==> src/rtl/serial_subtractor.sv <==
// serial_subtractor: digit-serial unsigned subtractor.
// Computes {borrow, difference} = a - b - borrow_in over N bits, W bits per
// clock, least-significant slice first. Operands enter and results leave
// through valid/ready handshakes; the result registers only update once the
// whole difference is assembled, so partial slices are never visible.
module serial_subtractor #(
    parameter int N = 64,
    parameter int W = 8
) (
    input  logic         i_clk,
    input  logic         i_rst,
    input  logic         i_valid,
    output logic         o_ready,
    input  logic [N-1:0] i_a,
    input  logic [N-1:0] i_b,
    input  logic         i_borrow_in,
    output logic         o_valid,
    input  logic         i_ready,
    output logic [N-1:0] o_d,
    output logic         o_borrow_out,
    output logic         o_zero
);

    // Guard the division so a bad W reports the error below instead of
    // failing on a divide-by-zero first.
    localparam int SLICES = (W >= 1) ? (N / W) : 1;
    localparam int CNT_W  = (SLICES > 1) ? $clog2(SLICES) : 1;
    localparam logic [CNT_W-1:0] LAST = CNT_W'(SLICES - 1);

    generate
        if ((W < 1) || (W > N) || ((N % W) != 0)) begin : g_bad_param
            $error("serial_subtractor: W must divide N and satisfy 1 <= W <= N");
        end
    endgenerate

    typedef enum logic [1:0] {
        IDLE = 2'd0,
        RUN  = 2'd1,
        DONE = 2'd2
    } state_t;

    state_t           state_q, state_d;
    logic [CNT_W-1:0] cnt_q, cnt_d;
    logic [N-1:0]     a_q, a_d;
    logic [N-1:0]     b_q, b_d;
    logic             borrow_q, borrow_d;
    logic [N-1:0]     diff_q, diff_d;
    logic [N-1:0]     d_q, d_d;
    logic             bo_q, bo_d;
    logic             zero_q, zero_d;
    logic             valid_q, valid_d;

    // Current slice result; the top bit of the W+1-bit difference is the
    // outgoing borrow (the difference is negative exactly when it is set).
    logic [W:0]   slice_full;
    logic [W-1:0] slice_s;
    logic         slice_b;
    logic [N-1:0] assembled;

    // Slice arithmetic: operands are shifted right each slice, so the
    // active slice always sits in the low W bits.
    always_comb begin
        slice_full = {1'b0, a_q[W-1:0]} - {1'b0, b_q[W-1:0]} - {{W{1'b0}}, borrow_q};
        slice_s    = slice_full[W-1:0];
        slice_b    = slice_full[W];
        // New slice enters from the MSB side; after SLICES shifts slice 0
        // has reached the bottom. Written as a shift of the concatenation
        // so it also covers W == N without an empty part-select.
        assembled  = N'({slice_s, diff_q} >> W);
    end

    // Next-state and datapath update for the IDLE/RUN/DONE sequence.
    always_comb begin
        state_d  = state_q;
        cnt_d    = cnt_q;
        a_d      = a_q;
        b_d      = b_q;
        borrow_d = borrow_q;
        diff_d   = diff_q;
        d_d      = d_q;
        bo_d     = bo_q;
        zero_d   = zero_q;
        valid_d  = valid_q;
        case (state_q)
            IDLE: begin
                if (i_valid && o_ready) begin
                    a_d      = i_a;
                    b_d      = i_b;
                    borrow_d = i_borrow_in;
                    cnt_d    = '0;
                    state_d  = RUN;
                end
            end
            RUN: begin
                a_d      = a_q >> W;
                b_d      = b_q >> W;
                borrow_d = slice_b;
                diff_d   = assembled;
                cnt_d    = cnt_q + CNT_W'(1);
                if (cnt_q == LAST) begin
                    d_d     = assembled;
                    bo_d    = slice_b;
                    zero_d  = (assembled == '0);
                    valid_d = 1'b1;
                    state_d = DONE;
                end
            end
            DONE: begin
                if (i_ready) begin
                    valid_d = 1'b0;
                    state_d = IDLE;
                end
            end
            default: begin
                state_d = IDLE;
            end
        endcase
    end

    // State registers; reset abandons any operation in flight.
    always_ff @(posedge i_clk or posedge i_rst) begin
        if (i_rst) begin
            state_q  <= IDLE;
            cnt_q    <= '0;
            a_q      <= '0;
            b_q      <= '0;
            borrow_q <= 1'b0;
            diff_q   <= '0;
            d_q      <= '0;
            bo_q     <= 1'b0;
            zero_q   <= 1'b0;
            valid_q  <= 1'b0;
        end else begin
            state_q  <= state_d;
            cnt_q    <= cnt_d;
            a_q      <= a_d;
            b_q      <= b_d;
            borrow_q <= borrow_d;
            diff_q   <= diff_d;
            d_q      <= d_d;
            bo_q     <= bo_d;
            zero_q   <= zero_d;
            valid_q  <= valid_d;
        end
    end

    assign o_ready      = (state_q == IDLE) && !i_rst;
    assign o_valid      = valid_q;
    assign o_d          = d_q;
    assign o_borrow_out = bo_q;
    assign o_zero       = zero_q;

endmodule

==> config.mk <==
export PLATFORM = sky130hd
export DESIGN_NAME = serial_subtractor
export DESIGN_NICKNAME = d
export VERILOG_FILES = /design/src/rtl/serial_subtractor.sv
export SDC_FILE = /design/constraint.sdc
export NUM_CORES = 1
export LEC_CHECK = 0
export ABC_CLOCK_PERIOD_IN_PS = 14950
export BUFFER_PORTS_ARGS = -buffer_cell sky130_fd_sc_hd__buf_2
export CAP_MARGIN = 10
export CORE_AREA = 2 2 192 194
export CTS_CLUSTER_DIAMETER = 60
export DETAILED_ROUTE_END_ITERATION = 8
export DIE_AREA = 0 0 194 196
export HOLD_SLACK_MARGIN = 0.03
export SETUP_SLACK_MARGIN = 0.15
export SLEW_MARGIN = 20
export SYNTH_ARGS = -nofsm -noshare
export SYNTH_HDL_FRONTEND = slang
export SYNTH_SLANG_ARGS = --single-unit
export TNS_END_PERCENT = 1
==> constraint.sdc <==
create_clock -name i_clk -period 14.95 [get_ports i_clk]
set_input_delay 2.99 -clock i_clk [delete_from_list [all_inputs] [get_ports i_clk]]
set_output_delay 2.99 -clock i_clk [all_outputs]
set_load 0.02 [all_outputs]
---- Word level (Yosys, flattened, before mapping) ----
Index checks and enable logic that the tools add are counted.
operators by class
  add/sub/neg operators ................... 3
  eq/ne operators ......................... 6
  mux-type cells .......................... 15
  reduce and logical (&&, ||, !) cells .... 11
operators with widths
  operator             number
  $pmux 64 s2          2
  $mux 64              2
  $logic_not 64->1     1
  $sub 8x8->9          1
  $sub 9x1->9          1
  $mux 2               3
  $ne 2x2->1 const B   3
  $pmux 2 s3           1
  $pmux 3 s2           1
  $reduce_and 3->1     2
  $pmux 1 s2           2
  $reduce_and 2->1     2
  $reduce_bool 2->1    2
  $add 3x1->3 const B  1
  $eq 3x3->1 const B   1
  $mux 1               3
  $mux 3               1
  $eq 2x1->1 const B   1
  $eq 2x2->1 const B   1
  $logic_and 1x1->1    2
  $logic_not 2->1      1
  $logic_not 1->1      1
word-level totals
  bits in registers ....................... 265
  bits of input ports ..................... 133

---- Longest topological paths before layout ----
Gate-level depths: netlist of run 1.
  word-level depth ........................ 5
  depth in mapped cells ................... 9

---- Worst setup path after synthesis of run 1 ----
No wires, ideal clock.
  kind .................................... input-to-output
  start ................................... input port i_rst
  end ..................................... output port o_ready
  data arrival time ....................... 3523 ps
  slack ................................... 8437 ps
  cell stages on the path ................. 1
  path buffers ............................ 0
  cell sequence ........................... nor3_1
on the way
  word-level cells in the longest chain between the ends .. 2
ends and longest elaborated chain
  element            RTL line  text
  start, declared    11        input logic i_rst,
  $logic_not 1->1    147       assign o_ready = (state_q == IDLE) && !i_rst;
  $logic_and 1x1->1  147
  end, declared      13        output logic o_ready,
No other way between the ends.

---- Worst setup path after layout of run 1 ----
Same ends and word-level chain as after synthesis.

==> results.toml, run 1 <==
[status]
status = "finished clean"

[synth]
synth-edff-count = 0
async_reset_ff_share_pct = 100
syn_inst = 1163
yosysWarnings = 0
synth_cell_types = 42
postSynthAreaPerCell_um2 = 9.13
ys.flop_type = "dfrtp_1"
ys_ff_latch = 257
synthesis.area_um2 = 10600
ys_seq_area_share_pct = 60.6
syn-num-nets = 1314

[global_route]
grt_pass1_vias = 8561
grt_first_pass_wirelength_um = 47100
grt_max_degree = 112
grt_overflow = 0
grt_usage_pct = 15.3
antenna_found_initial = 16

[setup_path]
cp_max_fo = 3
worstSetupPathType = "input pin to primary output"
crit_start = "i_rst"
crit_arrival_ns = 3.77
critical_path_required_ns = 11.96
end_kind = "primary output"
critPathLaunchType = "input pin"
r2r_start = "state_q[0]"

[die]
core_um2 = 36100
ios = 201
num_rows = 70
dieHeight_um = 196
start_util_pct = 29.4
die_w_um = 194
die_area_um2 = 38000

[layout]
nFillCells = 3755
final_layout_size_suffix_gt1_share_pct = 20.4
utilization_pct = 36.5
synthToLayoutAreaGrowth_pct = 24.2
layout_commonest_cell = "nand2_1"
nets = 1488
final_cell_mix = "nand2_1, dfrtp_1, nor2_1"

[detailed_routing]
drc = 0
via_count = 8533
wirelength_um = 29100
routed_via_density = 4.65
wire_per_inst_um = 15.9
drtIter0Drc = 456
drt_first_pass_iters = 4
ant_nets = 0

[sta]
max-slew-margin-rel_pct = 35.2
tns_ns = 0
finalCritPeriodShare_pct = 45.2
skew_ns = 0.0259
finalHoldViolCount = 0
finalSetupViolCount = 0
max_slew.worst_pin.slew_ns = 0.972
min_period_ns = 6.76
timing.fmax_mhz = 148
rsz0062_at_grt = "no"
slew_violations = 0

[cts]
tritoncts = "done"
post_cts_resized = 0
cts_inserted_buffers = 34
clkTransAtPathRegs_ns = 0.05
postCtsSetupBuffers = 0
clock_path_buffers = 3
clkSinkCount = 257
htree_levels = 2
clk_latency_ns = 0.52
cts_root_buf = "clkbuf_16"
ctsHoldBuffers = 0

[pwr]
p_leak_nw = 6.64
p_per_area_nw_per_um2 = 251
ir_drop_mv = 0.110

[hold_path]
min-delay-start = "o_d[47]"
hp-class = "flop to flop"

[placement]
hpwlAfterDp_um = 19200
portBuffers = 200
gp_routability_congestion = 0.788

[job]
cap_violations = 0
area by class of cell:
cell class	count	area (um^2)	area share, %
inverter	24	97.6	0.740
timing repair buffer	209	1070	8.13
clock buffer	45	943	7.15
multi-input combinational	811	3850	29.2
clock inverter	14	193	1.46
sequential	257	6430	48.8
tap	468	586	4.44
antenna	6	15.0	0.114
synth_stat cells, types with 4 or more instances:
| library cell | count | area share (%) |
|---|---|---|
| a21oi_1 | 7 | 0.33 |
| nor3_1 | 4 | 0.19 |
| ha_1 | 16 | 1.9 |
| nand4_1 | 4 | 0.24 |
| nor2_1 | 215 | 7.6 |
| xnor2_1 | 5 | 0.41 |
| o22ai_1 | 112 | 6.6 |
| nor4_1 | 13 | 0.77 |
| clkbuf_1 | 42 | 1.5 |
| a31oi_1 | 8 | 0.47 |
| buf_2 | 8 | 0.38 |
| inv_1 | 24 | 0.85 |
| buf_1 | 21 | 0.74 |
| o21ai_0 | 14 | 0.66 |
| mux2_2 | 5 | 0.53 |
| dfrtp_1 | 257 | 61 |
| nand2_1 | 360 | 13 |
| nand3_1 | 18 | 0.85 |
routing by layer:
metal / part of all wire, % / wire length (um) / GRT usage, % / vias to the layer above
met3: 7.7 / 2250 / 5.64 / 57
met2: 47 / 13700 / 25.2 / 216
met4: 1.5 / 448 / 3.42 / 20
met1: 43 / 12600 / 19.3 / 4037
met5: 0.44 / 127 / 0 / -
li1: - / - / - / 4203
through the flow:
step,area [um^2],cells,worst slack (ns),hold WS (ns),total power [W]
global route,13200,1831,8.15,0.488,0.00359
CTS,13200,1828,8.19,0.471,0.00337
finish,13200,1834,8.19,0.466,0.00332
global placement,12000,1769,8.21,0.453,0.00249
floorplan,10600,1163,4.89,0.461,0.00214
detailed placement,12000,1769,8.19,0.457,0.00253
sequential cells by signal, summed over array words and instances, names as in the netlist:
register,flops
o_borrow_out,1
o_zero,1
borrow_q,1
o_valid,1
b_q,64
state_q,2
diff_q,56
a_q,64
cnt_q,3
o_d,64
cell families after synthesis:
group / synth area share (%)
simple gates: 23.2
flops: 60.6
compound gates: 9.26
buf+inv: 3.45
fa+ha+maj: 2.26
xor+xnor: 0.578
mux: 0.625
worst max-delay path, cell delays in order:
cell and delay, ns:
buf_2 0.13, nor3_1 0.38, buf_2 0.26
worst paths after layout:
kind	to	slack (ns)	cells after the start
setup / recovery	o_ready	8.19	3
hold reg to reg	o_d[47]	0.47	2
setup reg to reg	borrow_q	11.91	5
hold / removal	o_d[47]	0.47	2
min in group asynchronous	o_valid	2.58	2
max in group asynchronous	a_q[3]	10.26	4
where the power goes:
group	switching [W]	total (W)	internal (W)
logic	0.000801	0.00127	0.000467
registers	0.000214	0.00123	0.00101
clock network	0.000318	0.000821	0.000502
total	0.00133	0.00332	0.00198
No activity file was read; power rests on OpenSTA's default activity.
==> run 2, diff against run 1 <==
ABC_CLOCK_PERIOD_IN_PS = 5750   (was 14950)
clock period = 5.75 ns   (was 14.95 ns; I/O delays follow)
==> results.toml, run 2 (same netlist as run 1, synthesis figures left out) <==
[status]
status = "finished clean"

[setup_path]
critical_path_required_ns = 4.60
cp.buffers_inverters = 2
r2r_start = "a_q[0]"
crit_start = "i_rst"
cp_common_cell = "buf_2"
cp_slowest_cell = "nor3_1"
critPathTopFamily = "buffers and inverters"
path_cells = "buf_2 -> nor3_1 -> buf_2"
slowest_delay_ns = 0.38
worstSetupPathType = "input pin to primary output"
end_kind = "primary output"
crit_arrival_ns = 1.91
cp_max_fo = 3
critPathLaunchType = "input pin"

[detailed_routing]
ant_nets = 0
wirelength_um = 28400
routed_via_density = 4.69
via_count = 8552
drc = 0
drt_first_pass_iters = 4
wire_per_inst_um = 15.6
drtIter0Drc = 605

[global_route]
grt_max_degree = 117
grt_pass1_vias = 8494
grt_overflow = 0
grt_usage_pct = 14.9
antenna_found_initial = 14
grt_first_pass_wirelength_um = 45900

[cts]
clock_path_buffers = 3
cts_root_buf = "clkbuf_16"
postCtsSetupBuffers = 0
cts_inserted_buffers = 29
clk_latency_ns = 0.55
post_cts_resized = 0
tritoncts = "done"
htree_levels = 1
clkSinkCount = 257
ctsHoldBuffers = 0
clkTransAtPathRegs_ns = 0.06

[sta]
finalSetupViolCount = 0
finalCritPeriodShare_pct = 53.2
holdWs_ns = 0.465
tns_ns = 0
finalHoldViolCount = 0
skew_ns = 0.0130
max_slew.worst_pin.slew_ns = 0.967
max-slew-margin-rel_pct = 35.5
slew_violations = 0
min_period_ns = 3.06
timing.fmax_mhz = 327
rsz0062_at_grt = "no"

[hold_path]
hp-class = "flop to flop"
min-delay-start = "o_d[35]"

[pwr]
ir_drop_mv = 0.336
p_leak_nw = 6.54
p_per_area_nw_per_um2 = 635

[die]
ios = 201
dieHeight_um = 196
num_rows = 70
die_w_um = 194
start_util_pct = 29.4
die_area_um2 = 38000
core_um2 = 36100

[layout]
final_cell_mix = "nand2_1, dfrtp_1, nor2_1"
synthToLayoutAreaGrowth_pct = 22.3
layout_commonest_cell = "nand2_1"
nets = 1485
nFillCells = 3764
final_layout_size_suffix_gt1_share_pct = 20.0

[placement]
hpwlAfterDp_um = 19200
portBuffers = 200
gp_routability_congestion = 0.786

[job]
cap_violations = 0
==> run 2: changes by cell type in the layout (fill, tap and decap cells not counted), sizes merged <==
cell / previous run / this run
buf: 209 / 211
bufinv: 3 / 1
clkbuf: 45 / 41
clkinv: 7 / 3
clkinvlp: 0 / 2
diode: 6 / 5
inv: 28 / 26
==> run 2: final cells by class <==
class	count	area [um^2]	area share [%]
Antenna cell	5	12.5	0.0963
Clock buffer	41	831	6.40
Clock inverter	8	85.1	0.655
Inverter	24	93.8	0.723
Multi-Input combinational cell	811	3850	29.7
Sequential cell	257	6430	49.5
Tap cell	468	586	4.51
Timing Repair Buffer	211	1100	8.44
==> run 2: worst register-to-register path: stages, from the launching register on <==
cell	delay [ns]
dfrtp_1	0.40
fa_1	0.49
fa_1	0.45
nand2b_1	0.19
a2111oi_2	0.50
o311ai_1	0.21
mux2_2	0.29
o221ai_1	0.17
==> run 2: worst paths after layout <==
| path | endpoint | slack [ns] | cells past startpoint |
|---|---|---|---|
| hold reg to reg | o_d[35] | 0.46 | 2 |
| max in group asynchronous | o_d[46] | 4.04 | 3 |
| setup reg to reg | borrow_q | 2.96 | 7 |
| hold / removal | o_d[35] | 0.46 | 2 |
| setup / recovery | o_ready | 2.69 | 3 |
| min in group asynchronous | a_q[4] | 0.53 | 2 |
==> run 2: routing by layer <==
metal	part of all wire [%]	track usage [%]	up-vias
li1	-	-	4217
met1	43	19.3	4011
met2	46	24.2	241
met3	7.6	4.85	65
met4	2.4	3.42	18
met5	0.42	0	-
==> run 2: through the flow <==
step	utilization [%]	setup WS (ns)	total power [W]	instances	instance area (um^2)
floorplan	-	1.21	0.00556	1163	10600
global placement	33.4	2.37	0.00646	1771	12100
detailed placement	33.4	2.27	0.00656	1771	12100
CTS	36.0	2.68	0.00839	1820	13000
global route	36.0	2.58	0.00895	1822	13000
finish	36.0	2.69	0.00825	1825	13000
==> run 2: power breakdown <==
| group | switching [W] | internal, W | leakage [nW] |
|---|---|---|---|
| Combinational | 0.00205 | 0.00122 | 2.94 |
| Clock | 0.000736 | 0.00105 | 0.449 |
| Sequential | 0.000564 | 0.00263 | 3.15 |
